[src/rtl/sap1_pkg.sv]
// Shared SAP-1 control-path constants: opcode encodings and one-hot T-states.
package sap1_pkg;

  localparam logic [3:0] OP_LDA = 4'b0000;
  localparam logic [3:0] OP_ADD = 4'b0001;
  localparam logic [3:0] OP_SUB = 4'b0010;
  localparam logic [3:0] OP_OUT = 4'b1110;
  localparam logic [3:0] OP_HLT = 4'b1111;

  localparam logic [5:0] T1 = 6'b000001;
  localparam logic [5:0] T2 = 6'b000010;
  localparam logic [5:0] T3 = 6'b000100;
  localparam logic [5:0] T4 = 6'b001000;
  localparam logic [5:0] T5 = 6'b010000;
  localparam logic [5:0] T6 = 6'b100000;

  function automatic logic is_alu(input logic [3:0] op);
    return (op == OP_ADD) || (op == OP_SUB);
  endfunction

endpackage

[src/rtl/sequenciador_sap1_sync_edge.sv]
// Two-flop synchronizer followed by a rising-edge detector producing a one-cycle pulse.
module sync_edge (
  input  logic clk,
  input  logic n_clr,
  input  logic d,
  output logic pulse
);

  logic s1, s2, s3;

  always_ff @(posedge clk or negedge n_clr) begin
    if (!n_clr) begin
      s1 <= 1'b0;
      s2 <= 1'b0;
      s3 <= 1'b0;
    end else begin
      s1 <= d;
      s2 <= s1;
      s3 <= s2;
    end
  end

  assign pulse = s2 & ~s3;

endmodule

[src/rtl/sequenciador_sap1.sv]
// SAP-1 T-state ring: opcode-dependent instruction length, HLT freeze,
// free-run or single-step advance, and a retired-instruction counter.
module sequenciador_sap1
  import sap1_pkg::*;
#(
  parameter int COUNT_W   = 8,
  parameter bit EARLY_END = 1'b1
) (
  input  logic               clk,
  input  logic               n_clr,
  input  logic               run,
  input  logic               step,
  input  logic [3:0]         opcode,
  output logic [5:0]         t,
  output logic               halted,
  output logic               instr_done,
  output logic [COUNT_W-1:0] instr_count
);

  logic       step_pulse;
  logic       adv;
  logic       retire;
  logic [5:0] t_q, t_d;
  logic       halted_q, halted_d;

  sync_edge u_step (
    .clk   (clk),
    .n_clr (n_clr),
    .d     (step),
    .pulse (step_pulse)
  );

  assign adv = ~halted_q & (run | step_pulse);

  always_ff @(posedge clk or negedge n_clr) begin
    if (!n_clr) begin
      t_q         <= T1;
      halted_q    <= 1'b0;
      instr_done  <= 1'b0;
      instr_count <= '0;
    end else begin
      t_q        <= t_d;
      halted_q   <= halted_d;
      instr_done <= retire;
      if (retire) instr_count <= instr_count + COUNT_W'(1);
    end
  end

  always_comb begin
    t_d      = t_q;
    halted_d = halted_q;
    retire   = 1'b0;
    case (t_q)
      T1: if (adv) t_d = T2;
      T2: if (adv) t_d = T3;
      T3: if (adv) t_d = T4;
      T4: if (adv) begin
        if (opcode == OP_HLT) begin
          t_d      = '0;
          halted_d = 1'b1;
        end else if (EARLY_END && opcode != OP_LDA && !is_alu(opcode)) begin
          t_d    = T1;
          retire = 1'b1;
        end else begin
          t_d = T5;
        end
      end
      // With early end only the ALU ops still need T6 at this point
      T5: if (adv) begin
        if (EARLY_END && !is_alu(opcode)) begin
          t_d    = T1;
          retire = 1'b1;
        end else begin
          t_d = T6;
        end
      end
      T6: if (adv) begin
        t_d    = T1;
        retire = 1'b1;
      end
      default: if (!halted_q) t_d = T1;
    endcase
  end

  always_comb begin
    t      = t_q;
    halted = halted_q;
  end

endmodule

[config.mk]
export PLATFORM = sky130hd
export DESIGN_NAME = sequenciador_sap1
export DESIGN_NICKNAME = d
export VERILOG_FILES = /design/src/rtl/sap1_pkg.sv /design/src/rtl/sequenciador_sap1_sync_edge.sv /design/src/rtl/sequenciador_sap1.sv
export SDC_FILE = /design/constraint.sdc
export NUM_CORES = 1
export LEC_CHECK = 0
export BUFFER_PORTS_ARGS = -buffer_cell sky130_fd_sc_hd__buf_2
export CAP_MARGIN = 25
export CORE_MARGIN = 2
export CORE_UTILIZATION = 40
export CTS_BUF_LIST = sky130_fd_sc_hd__clkbuf_16
export DETAILED_ROUTE_END_ITERATION = 12
export GPL_TIMING_DRIVEN = 0
export HOLD_SLACK_MARGIN = 0.06
export PLACE_DENSITY = 0.66
export SLEW_MARGIN = 15
export SYNTH_ARGS = -nofsm -noshare
export SYNTH_HDL_FRONTEND = slang
export SYNTH_SLANG_ARGS = --single-unit
[constraint.sdc]
create_clock -name clk -period 3.4 [get_ports clk]
set_input_delay 0.68 -clock clk [delete_from_list [all_inputs] [get_ports clk]]
set_output_delay 0.68 -clock clk [all_outputs]
set_load 0.01 [all_outputs]
# Word level (Yosys, flattened, before mapping)
# Index checks and enable logic that the tools add are counted.
# totals
word_cells	53
reg_bits	19
in_bits	8
output_inout_bits	16
# classes
eq_ne	16
mux	18
n_bitwise	5
addsub	1
n_reduce_logical	6
# ops
operator	n
2-to-1 mux 6 bit	8
one-hot mux 6 bit (6 select lines)	1
!= test 2 bit, second input constant	6
2-to-1 mux 5 bit	2
adder 8 x 1 -> 8 bit, second input constant	1
!= test 7 x 1 -> 1 bit, second input constant	1
AND reduction 7 bit	1
equality test 6 x 1 -> 1 bit, second input constant	1
equality test 6 x 2 -> 1 bit, second input constant	1
equality test 6 x 3 -> 1 bit, second input constant	1
equality test 6 x 4 -> 1 bit, second input constant	1
equality test 6 x 5 -> 1 bit, second input constant	1
equality test 6 bit, second input constant	1
2-to-1 mux 1 bit	6
equality test 4 x 1 -> 1 bit, second input constant	1
equality test 4 x 2 -> 1 bit, second input constant	1
equality test 4 bit, second input constant	1
nonzero test 4 bit	1
one-hot mux 1 bit (3 select lines)	1
AND reduction 3 bit	1
bitwise AND 1 bit	2
NOT 1 bit	2
logical AND 1 bit	1
zero test 1 bit	1
2 further kinds	2

# Depth between registers and ports, before layout
# depth
word_depth	8
mapped_depth	5

# By module
# From an unflattened synthesis, not the netlist that was laid out.
# unflattened
hier_cells	96
area_unflattened_um2	1109.8
# by_module_without_submodules
module	cells_per_inst	instances	seq_area_each_um2	area_each_um2
sequenciador_sap1	92	1	401.6	1021.0
sync_edge	4	1	75.1	88.8

# Least setup slack after synthesis
# OpenSTA, ideal clock, no wires.
# synth_path
path_kind	flip-flop to flip-flop
from	register t_q[1], in the netlist t[1]
to	register instr_count[1]
arrival_time_ns	1.974
t_required_ns	3.275
slack_ns	1.301
stages_incl_launch_ff	5
cell_sequence	dfrtp_1 or4_1 or3b_4 a31oi_4 mux2_2
# synth_via
elab_chain_cells	2
# synth_rtl
element	line	text
from (decl)	sequenciador_sap1.sv:23	logic [5:0] t_q, t_d;
from (signal assigned)	sequenciador_sap1.sv:42	t_q <= t_d;
equality test 6 bit (tied with other cells)	sequenciador_sap1.sv:53	case (t_q)
one-hot mux 1 bit (3 select lines) *	sequenciador_sap1.sv:53	
via retire	sequenciador_sap1.sv:22	logic retire;
to (signal assigned)	sequenciador_sap1.sv:45	if (retire) instr_count <= instr_count + COUNT_W'(1);
to (decl)	sequenciador_sap1.sv:17	output logic [COUNT_W-1:0] instr_count
# Mark *: on every way through the listed nets, which the timed path passes. The rest lies on a longest branch.
# A chain may end at the register's enable or synchronous reset.

# Worst setup path after layout
# Ends and elaborated chain as after synthesis.

==> metrics.csv <==
metric,value,unit
status,finished clean,
Max clock buf depth,2,
# setup viols final,0,
Slew HR,0.691,
unrepaired setup endpoints after global routing,false,
Clock Latency Late Sink,250,ps
Final Hold Fails,0,
CP Max Fanout,9,
vias,735,
Critical Path Slowest Stage Cell,or4_1,
Fmax achieved,0.448,GHz
# fillers,215,
Residual DRC,0,
main combinational cell family by area after synthesis,simple AND/OR/NAND/NOR gates,
ANT cells,0,
Final ANT Viol Nets,0,
Root Driver,clkbuf_16,
largest cells by area after synthesis,"dfrtp_1, xnor2_1, nand4_1",
Placement Setup Slack,1130,ps
vias in the first global route,721,
CP peak stage delay,600,ps
mux cell area share after synthesis,0.0124,
Most used DFF post-synth,dfrtp_1,
post-layout minimum cycle time,2230,ps
clock slew at reported path FFs,50,ps
fraction of layout cells with a size suffix above 1,0.287,
H-tree level count,1,
Area Overhead vs Synth,25.4,%
Num CTS Buffers,3,
XOR/XNOR share of the synthesized area,0.0871,
Ys Warns,0,
sequential fraction of the synthesis area,0.527,
most numerous cell in the Yosys netlist,dfrtp_1,
Final Skew,0.644,ps
"Slew Viols, Final",0,
slack of the critical path,1170,ps
die width,51.6,um
"delay-heaviest family, CP",simple AND/OR/NAND/NOR gates,
Hold WC Path Type,primary input to asynchronous set/reset pin,
first-pass GRT wire length,3270,um
post-synthesis compound-gate area fraction,0.141,
"area leader, netlist",dfrtp_1,
R2R depth,4,
crit start category,flip-flop,
CTS tree,yes,
WS Path Type,flip-flop to flip-flop,
Starting DRT DRC Count,2,
total of max-cap violations,0,
Synth Cell Area,905,um^2
largest net degree at the start of global routing,20,
Final HPWL DP,1400,um
Commonest cells post-synth,"dfrtp_1, nand2_1, nand4_1",
fraction of registers with async set/reset,1.00,
"EDFF count, synth",0,
drt via density,5.40,
CTS Hold Bufs,0,
"Avg Cell Area, Syn",11.2,um^2
IO Port Bufs,23,
Worst setup EP type,flip-flop,
Leak,0.557,nW
setup TNS,0,ps
worst-margin pin slew,459,ps
net count after synthesis,90,
chip height,51.6,um
initial antenna violation count,0,
total track usage,0.173,
critical path required time,3540,ps
CP Depth,4,
top cell type's share of synthesized area,0.498,
Post-Route WL,1910,um
"Period Utilization, post-route",0.657,
global route overflow,0,
post-CTS resize count,0,
routability cong.,0.772,
Top Ports,24,
"Setup Fix Bufs, Post-CTS",0,
Max IR drop VDD,0.256,mV
clock sinks,19,
die area,2660,um^2
Crit path buffers/inverters,0,
Initial Utilization,0.417,
core footprint,2170,um^2
Post-Synth Adder-Cell Area,0.0138,
FP Rows,17,
Worst Path Arrival,2370,ps
Pwr per Cell Area,436,nW/um^2
Yosys cell types,31,
net count reported at finish,118,
First-pass DRT Iterations,3,
simple-gate area share of the yosys netlist,0.210,
register bit count reported by yosys,19,
crit-path cells,"or4_1, or3b_4, a31oi_4, mux2_2",
Avg WL per Cell,14.0,um
Post-Syn Instances,81,
## report_power, final
group,leakage (nW),switching [mW],internal (mW)
sequential,0.242,0.00179,0.229
combinational,0.274,0.0125,0.00754
clock,0.0409,0.0866,0.158
total,0.557,0.101,0.394
## stage by stage
step	hold WS (ps)	std cells	utilization	area, um^2	total power [mW]
after floorplan	331	81	-	905	0.243
after global placement	336	132	0.486	1050	0.254
after detailed placement	349	132	0.486	1050	0.255
after CTS	361	136	0.523	1130	0.498
after global routing	360	136	0.523	1130	0.511
final	350	136	0.523	1130	0.495
## layer usage
metal | global-route usage | up-vias | share of wire
met3 | 0.0431 | 5 | 0.037
met2 | 0.276 | 15 | 0.49
met4 | 0.0789 | 0 | 0.020
met1 | 0.222 | 357 | 0.46
li1 | - | 358 | -
met5 | 0 | - | 0
## registers in the layout, summed over array words and instances, names as in the netlist
name / cells
instr_count: 8
t: 6
halted: 1
instr_done: 1
u_step.s1: 1
u_step.s2: 1
u_step.s3: 1
## final cells by class
cell class                      instances  area (um^2)  area share
Tap cell                               28         35.0      0.0309
Inverter                                2         7.51     0.00662
Multi-Input combinational cell         60          420       0.370
Sequential cell                        19          477       0.420
Clock buffer                            3         75.1      0.0662
Timing Repair Buffer                   23          115       0.101
Clock inverter                          1         5.00     0.00441
## final timing paths
| path | start | end | slack (ps) |
|---|---|---|---|
| worst max-delay path | t[1] | instr_count[1] | 1170 |
| worst min-delay path | n_clr | t[3] | 350 |
| worst max register to register | t[1] | instr_count[1] | 1170 |
| worst min register to register | u_step.s1 | u_step.s2 | 360 |
| max in group asynchronous | n_clr | t[0] | 2730 |
| min in group clk | u_step.s1 | u_step.s2 | 360 |
## placed cells by master, fill, tap and decap left out, types with 2 or more instances in the layout
master,n
xor2_1,4
a31oi_1,2
xnor2_1,5
nand2_1,6
nand4_1,6
clkbuf_16,3
nor2_1,3
nor2b_1,3
o21ai_0,2
a21oi_1,3
buf_2,23
dfrtp_1,18
nor3_1,2
nor4_1,4
and3_1,3
inv_1,2
a21o_1,2
## cell families (layout without fill, tap and decap cells)
kind of cell / after synthesis / count (layout)
compound gates: 16 / 16
buf+inv: 2 / 29
fa+ha+maj: 1 / 1
flops: 19 / 19
simple gates: 33 / 33
mux: 1 / 1
xor+xnor: 9 / 9
Power figures use the tool's default switching activity.
